## src/rtl/vc_proc_net_adapter_ordered.sv

```systemverilog
// Processor-side net adapter: wraps memreq into {dest,src,payload} and returns responses in request order.
// Optional performance counters are enabled by defining VC_PROC_NET_ADAPTER_PERF_EN.
module vc_proc_net_adapter_ordered #(
  parameter int p_router_id    = 0,
  parameter int p_num_nodes    = 4,
  parameter int p_addr_sz      = 8,
  parameter int p_data_sz      = 32,
  parameter int p_max_requests = 8,
  parameter int p_dest_mode    = 1,
  parameter int p_dest_offset  = 4,
  parameter int p_fixed_dest   = 0,
  localparam int c_srcdest_sz     = (p_num_nodes > 1) ? $clog2(p_num_nodes) : 1,
  localparam int c_memreq_msg_sz  = 1 + p_addr_sz + p_data_sz,
  localparam int c_memresp_msg_sz = 1 + p_data_sz,
  localparam int c_reqnet_msg_sz  = 2 * c_srcdest_sz + c_memreq_msg_sz,
  localparam int c_respnet_msg_sz = 2 * c_srcdest_sz + c_memresp_msg_sz,
  localparam int c_req_count_sz   = 6
) (
  input  logic                        clk,
  input  logic                        reset,
  input  logic [c_memreq_msg_sz-1:0]  memreq_msg,
  input  logic                        memreq_val,
  output logic                        memreq_rdy,
  output logic [c_reqnet_msg_sz-1:0]  netin_msg,
  output logic                        netin_val,
  input  logic                        netin_rdy,
  input  logic [c_respnet_msg_sz-1:0] netout_msg,
  input  logic                        netout_val,
  output logic                        netout_rdy,
  output logic [c_memresp_msg_sz-1:0] memresp_msg,
  output logic                        memresp_val,
  input  logic                        memresp_rdy,
  output logic [c_req_count_sz-1:0]   inflight
`ifdef VC_PROC_NET_ADAPTER_PERF_EN
  ,
  output logic [31:0]                 perf_reqs,
  output logic [31:0]                 perf_full_stall,
  output logic [31:0]                 perf_order_stall
`endif
);

  localparam int c_ptr_sz = (p_max_requests > 1) ? $clog2(p_max_requests) : 1;
  localparam logic [c_ptr_sz-1:0]       c_last_ptr  = c_ptr_sz'(p_max_requests - 1);
  localparam logic [c_ptr_sz-1:0]       c_ptr_one   = c_ptr_sz'(1);
  localparam logic [c_req_count_sz-1:0] c_max_count = c_req_count_sz'(p_max_requests);
  localparam logic [c_srcdest_sz-1:0]   c_src_id    = c_srcdest_sz'(p_router_id);

  logic [c_srcdest_sz-1:0]   dest_fifo [p_max_requests];
  logic [c_ptr_sz-1:0]       wr_ptr;
  logic [c_ptr_sz-1:0]       rd_ptr;
  logic [c_req_count_sz-1:0] count;

  logic                      empty;
  logic                      full;
  logic                      head_match;
  logic                      can_issue;
  logic                      req_fire;
  logic                      resp_fire;
  logic [p_addr_sz-1:0]      req_addr;
  logic [c_srcdest_sz-1:0]   req_dest;
  logic [c_srcdest_sz-1:0]   resp_src;

  assign req_addr = memreq_msg[p_data_sz +: p_addr_sz];
  assign resp_src = netout_msg[c_memresp_msg_sz +: c_srcdest_sz];

  // Address-to-bank mapping chosen at elaboration so unused slices are never built.
  generate
    if (p_dest_mode == 0) begin : g_dest_fixed
      assign req_dest = c_srcdest_sz'(p_fixed_dest);
    end else if (p_dest_mode == 2) begin : g_dest_hash
      assign req_dest = req_addr[p_dest_offset +: c_srcdest_sz]
                      ^ req_addr[p_dest_offset + c_srcdest_sz +: c_srcdest_sz];
    end else begin : g_dest_field
      assign req_dest = req_addr[p_dest_offset +: c_srcdest_sz];
    end
  endgenerate

  assign empty      = (count == '0);
  assign full       = (count == c_max_count);
  assign head_match = !empty && (resp_src == dest_fifo[rd_ptr]);

  // Response side depends only on the head entry, so netout_rdy never sees request-side inputs.
  assign memresp_val = netout_val && head_match;
  assign netout_rdy  = memresp_rdy && head_match;
  assign resp_fire   = netout_val && netout_rdy;
  assign memresp_msg = netout_msg[c_memresp_msg_sz-1:0];

  assign can_issue  = !full || resp_fire;
  assign netin_val  = memreq_val && can_issue;
  assign memreq_rdy = netin_rdy && can_issue;
  assign req_fire   = netin_val && netin_rdy;
  assign netin_msg  = {req_dest, c_src_id, memreq_msg};
  assign inflight   = count;

  // Destination storage; contents are only meaningful between wr_ptr and rd_ptr.
  always_ff @(posedge clk) begin
    if (req_fire) begin
      dest_fifo[wr_ptr] <= req_dest;
    end
  end

  // Pointers and occupancy; a simultaneous push and pop leaves occupancy unchanged.
  always_ff @(posedge clk) begin
    if (reset) begin
      wr_ptr <= '0;
      rd_ptr <= '0;
      count  <= '0;
    end else begin
      if (req_fire) begin
        wr_ptr <= (wr_ptr == c_last_ptr) ? '0 : wr_ptr + c_ptr_one;
      end
      if (resp_fire) begin
        rd_ptr <= (rd_ptr == c_last_ptr) ? '0 : rd_ptr + c_ptr_one;
      end
      if (req_fire && !resp_fire) begin
        count <= count + 6'd1;
      end else if (!req_fire && resp_fire) begin
        count <= count - 6'd1;
      end else begin
        count <= count;
      end
    end
  end

`ifdef VC_PROC_NET_ADAPTER_PERF_EN
  // Event counters for issued requests and the two stall causes.
  always_ff @(posedge clk) begin
    if (reset) begin
      perf_reqs        <= 32'd0;
      perf_full_stall  <= 32'd0;
      perf_order_stall <= 32'd0;
    end else begin
      if (req_fire) begin
        perf_reqs <= perf_reqs + 32'd1;
      end
      if (memreq_val && full && !resp_fire) begin
        perf_full_stall <= perf_full_stall + 32'd1;
      end
      if (netout_val && !empty && !head_match) begin
        perf_order_stall <= perf_order_stall + 32'd1;
      end
    end
  end
`endif

endmodule

```

## config.mk

```make
export PLATFORM = sky130hd
export DESIGN_NAME = vc_proc_net_adapter_ordered
export DESIGN_NICKNAME = d
export VERILOG_FILES = /design/src/rtl/vc_proc_net_adapter_ordered.sv
export SDC_FILE = /design/constraint.sdc
export NUM_CORES = 1
export LEC_CHECK = 0
export ABC_AREA = 1
export BUFFER_PORTS_ARGS = -buffer_cell sky130_fd_sc_hd__buf_4
export CAP_MARGIN = 0
export CORE_MARGIN = 2
export CORE_UTILIZATION = 44
export CTS_CLUSTER_SIZE = 14
export DETAILED_ROUTE_END_ITERATION = 12
export GPL_TIMING_DRIVEN = 0
export HOLD_SLACK_MARGIN = 0.08
export PLACE_DENSITY = 0.95
export SLEW_MARGIN = 10
export SYNTH_ARGS = -nofsm -noshare
export SYNTH_HDL_FRONTEND = slang
export SYNTH_SLANG_ARGS = --single-unit
```

## constraint.sdc

```tcl
create_clock -name clk -period 5.02 [get_ports clk]
set_input_delay 0.502 -clock clk [delete_from_list [all_inputs] [get_ports clk]]
set_output_delay 0.502 -clock clk [all_outputs]
set_load 0.05 [all_outputs]
```

## Word level (Yosys, flattened, before mapping)

Memory sizes are Yosys's and may differ from the RTL's. A register that Yosys moved wholly into a read port is not among the register bits.
Index checks and enable logic that the tools add are counted.

| storage, ports and cells | value |
|---|---|
| register bits | 12 |
| memory bits (writable) | 16 |
| output and inout port bits | 88 |
| memories | 1 |

| operators by class | value |
|---|---|
| add/sub/neg operators | 4 |
| equality and inequality tests | 4 |
| multiplexer cells | 8 |
| reduce and logical (&&, ||, !) cells | 16 |

Memories:

| memory | words | width | read ports | clocked after Yosys merged registers in | write ports | RTL line | text |
|---|---|---|---|---|---|---|---|
| dest_fifo | 8 | 2 | 1 | 1 | 1 | 48 | `logic [c_srcdest_sz-1:0] dest_fifo [p_max_requests];` |

Operator list:

| operator | count |
|---|---|
| $mux 3 | 4 |
| $mux 6 | 2 |
| $logic_and 1x1->1 | 9 |
| $add 3x1->3 const B | 2 |
| $add 6x1->6 const B | 1 |
| $eq 3x3->1 const B | 2 |
| $eq 6x4->1 const B | 1 |
| $logic_not 6->1 | 1 |
| $sub 6x1->6 const B | 1 |
| $logic_not 1->1 | 4 |
| $eq 2x2->1 | 1 |
| $mux 1 | 2 |
| $reduce_bool 2->1 | 1 |
| $logic_or 1x1->1 | 1 |

## Longest topological paths before layout

| logic depth | value |
|---|---|
| depth after elaboration | 12 |
| gate-level depth with buffers | 27 |
| gate-level depth less buffers | 25 |

## Least setup slack after synthesis

OpenSTA, ideal clock, no wires.

| timing | value |
|---|---|
| path type | reg2reg |
| from | register count[0] (netlist: inflight[0]) |
| to | register count[5] (netlist: inflight[5]) |
| setup time | 0.119 ns |
| arrival time | 3.058 ns |
| slack | 1.843 ns |
| cell stages (with the launch flop) | 22 |
| path buffers | 1 |
| cell sequence | dfxtp_1 nor2_1 nand4_1 nand3_2 nor2_4 nand3_4 nand2_4 nand3_4 buf_6 inv_1 ha_1 inv_1 ha_1 a21oi_1 nand2_1 nand2_1 nand2_1 a21oi_1 o21ai_0 a21o_1 o21ai_0 a21oi_1 |

| between the ends | value |
|---|---|
| word-level cells in the longest chain between the ends | 11 |
| elaborated cells between the ends (all ways) | 19 |
| those cells by class | add/sub (2); eq/ne (1); mux (2); reduce/logical (14) |

RTL lines:

| element | RTL line | text |
|---|---|---|
| start: declaration | 51 | `logic [c_req_count_sz-1:0] count;` |
| start signal: assignment | 116 | `count <= count + 6'd1;` |
| start signal: assignment | 118 | `count <= count - 6'd1;` |
| start signal: assignment | 120 | `count <= count;` |
| $logic_not 6->1 | 78 | `assign empty = (count == '0);` |
| $logic_not 1->1 | 80 | `assign head_match = !empty && (resp_src == dest_fifo[rd_ptr]);` |
| $logic_and 1x1->1 | 80 |  |
| $logic_and 1x1->1 | 84 | `assign netout_rdy = memresp_rdy && head_match;` |
| $logic_and 1x1->1 | 85 | `assign resp_fire = netout_val && netout_rdy;` |
| $logic_or 1x1->1 (*) | 88 | `assign can_issue = !full \|\| resp_fire;` |
| $logic_and 1x1->1 (*) | 89 | `assign netin_val = memreq_val && can_issue;` |
| $logic_and 1x1->1 (*) | 91 | `assign req_fire = netin_val && netin_rdy;` |
| named net req_fire | 57 | `logic req_fire;` |
| $logic_not 1->1 | 117 | `end else if (!req_fire && resp_fire) begin` |
| $logic_and 1x1->1 | 117 |  |
| $reduce_bool 2->1 (no line) | n/a |  |

Mark *: on every way through the listed nets, which the timed path passes. The rest lies on a longest branch. The select of a mux whose other input is x is not followed.
A chain may end at the register's enable or synchronous reset.

==> results.md <==
* Worst skew pair latency at approximately 0.28 ns
* Arrival @ worst endpoint at 3.68 ns
* Power Total at 0.931 mW
* CP most frequent cell: nand2_1
* CP max stage delay at 0.37 ns
* Post-cts resize count at 0
* CTS clk-pin slew, worst paths at 0.07 ns
* Via count at 2002
* Routability Congestion at 0.797
* Top-level I/O count at 172
* Die height at 75.4 um
* Hold-critical path endpoint: rd_ptr[1]
* WS Path Type: reg2reg
* Slowest-stage cell, CP: dfxtp_1
* Hold crit path type: in2reg
* Yosys cell types at 27
* Die X at ~75 um
* Initial core utilization at 0.448
* Antenna violations before repair at 0
* Gate Count Post-Synth at ~280
* Number of max-cap violations at 0
* Pwr Density at roughly 290 nW/um2
* Total die area at 5690 um2
* # rows at 26
* Hold Path Origin: reset
* GR Util All Layers at 0.192
* Final setup fails at 0
* Clock Path Buffers at 2
* Worst hold path depth at 2
* Synth warnings at 0
* Post-CTS Setup Bufs at 0
* Pleak at 1.68 nW
* Port bufs at 95
* Register area at around 800 um2
* Status: finished clean
* Post-route cell area at 3160 um2
* H-tree levels at 2
* Antenna viol nets, final at 0
* CTS tree: built
* Cell Count, Final, Fillers Out at 451
* CP Cell Sequence: buf_6 > nand2_1 > nand3_1 > nand3_1 > nand3_1 > nand3_2 > nor2_4 > nand3_4 > nand2_4 > nand3_4 > buf_6 > inv_1 > ha_1 > inv_1 > ha_1 > a21oi_1 > nand2_1 > nand2_1 > nand2_1 > a21oi_1 > o21ai_0 > a21o_1 > o21ai_0 > a21oi_1
* Pin count of the biggest net entering global routing at 11
* Yosys reg bits at 31
* Max rail drop VDD at 0.000258 V
* Core box area at roughly 5000 um2
* Average size of a mapped cell at 8.11 um2
* Fill cell count at around 420
* Slew Viols, Final at 0
* Layout Utilization at 0.630
* WP data required at approximately 5.2 ns
* DRT iter0 DRCs at 56
* Seq/Total Area, Yosys at 0.348
* Routed WL at 5950 um
* R2R setup slack at ~1.5 ns
* Max Clock Freq at ~280 MHz
* Final period utilization at 0.699
* Skew final at 0.00420 ns
* Placed instance area at 3050 um2
* Final min period at approximately 3.5 ns
* Iteration count of the initial detailed-routing pass at 4
* Routed len/inst at 13.2 um
* Total Neg Setup Slack at 0 ns
* CP endpoint kind: register
* Critical path peak fanout at 10
* Multi-input logic area at 714 um2
* Post-Place Cells at 443
* Vias in the first global route at 1848
* Commonest non-fill, non-tap cell in the layout: buf_4
* Reg2Reg Depth at 24
* Most frequent cells in the layout: buf_4, nand2_1, inv_1
* TritonCTS Buffers at 5
* Layout cells sized above 1 at 0.496
* Hold Buf Count CTS at 0
* Clock root cell: clkbuf_8
* HPWL Detailed at 5060 um
* Number of nets in the layout at 474
* Cell Area, Synth at around 2200 um2
* First-pass GRT wire length at 8310 um
* Hold Violations, Final at 0
* CP Launch Type: register
* CTS sink count at 31
* Worst R2R End: inflight[5]
* Residual DRC count at 0
* Unrepaired setup endpoints after global routing: false
* Number of inserted diodes at 0
* Drt via density at 4.44
* Syn-to-layout area delta at 40.6%
* Grt total ovfl at 0
[synthesized netlist by cell type (all sizes together)]
master  count  area share
dfxtp      15        0.13
a21o        1      0.0033
a31oi       1      0.0028
xor2        2      0.0078
a211oi      1      0.0033
nand3      15       0.047
o21ai       7       0.016
nor3b       2      0.0067
nand2      43       0.076
or2         1      0.0028
edfxtp     16        0.21
nor3        8       0.018
ha          9       0.050
fa          1      0.0089
conb        1      0.0017
nand4       3      0.0084
xnor2       1      0.0039
buf        80        0.27
nor2       22       0.040
inv        39       0.065
a21oi       9       0.020
[layout make-up]
class                   count  share of cell area
clock inverters             3              0.0123
plain buffers              80               0.193
well taps                  70              0.0277
inverters                  39              0.0464
multi-input cells         128               0.226
clock buffers               5              0.0218
repair buffers             95               0.226
flip-flops and latches     31               0.247
[routing by layer]
| metal | vias to the layer above | share of wire | global-route usage |
|---|---|---|---|
| met5 | - | 0 | 0 |
| met4 | 0 | 0.025 | 0.0799 |
| met3 | 16 | 0.10 | 0.0569 |
| met2 | 94 | 0.52 | 0.351 |
| met1 | 900 | 0.35 | 0.205 |
| li1 | 992 | - | - |
[worst max path at each step]
| stage | slack, ns | start | endpoint | cells past startpoint |
|---|---|---|---|---|
| 2_1_floorplan | 1.84 | inflight[0] | inflight[5] | 21 |
| 3_3_place_gp | 1.74 | register | inflight[5] | 26 |
| 3_5_place_dp | 1.61 | register | inflight[5] | 26 |
| 4_1_cts | 1.54 | register | inflight[5] | 26 |
| 5_1_grt | 1.18 | register | inflight[5] | 24 |
| 6_report | 1.51 | register | inflight[5] | 24 |
[sequential cells by signal, summed over array words and instances, names as in the netlist, named ones only]
name       flops
dest_fifo     16
rd_ptr         3
wr_ptr         3
inflight       6
[per-stage QoR]
step / hold WS, ns / setup WS (ns)
6_report: 0.455 / 1.51
2_1_floorplan: 0.456 / 1.84
4_1_cts: 0.440 / 1.54
5_1_grt: 0.453 / 1.18
3_5_place_dp: 0.485 / 1.61
3_3_place_gp: 0.473 / 1.74
[kinds of logic (layout without fill, tap and decap cells)]
| logic type | after synthesis | in the layout | share of synthesized area |
|---|---|---|---|
| flops | 31 | 31 | 0.348 |
| xor+xnor | 3 | 3 | 0.0117 |
| buf+inv | 119 | 222 | 0.336 |
| compound gates | 19 | 19 | 0.0451 |
| other cells | 1 | 2 | 0.00167 |
| fa+ha+maj | 10 | 10 | 0.0591 |
| simple gates | 94 | 94 | 0.199 |
[power breakdown]
part           switching, mW  total [mW]  internal (mW)
Combinational          0.259       0.401          0.142
Clock                 0.0906       0.236          0.145
Sequential            0.0148       0.294          0.280
Total                  0.365       0.931          0.567
[critical path, delay by kind of cell (launching register included)]
family,cells,cell delay (ns)
buffers and inverters,4,0.47
and+or+nand+nor,12,1.23
AOI/OAI and AO/OA,6,0.79
DFF,1,0.37
adders and majority gates,2,0.53
Power figures use the tool's default switching activity.
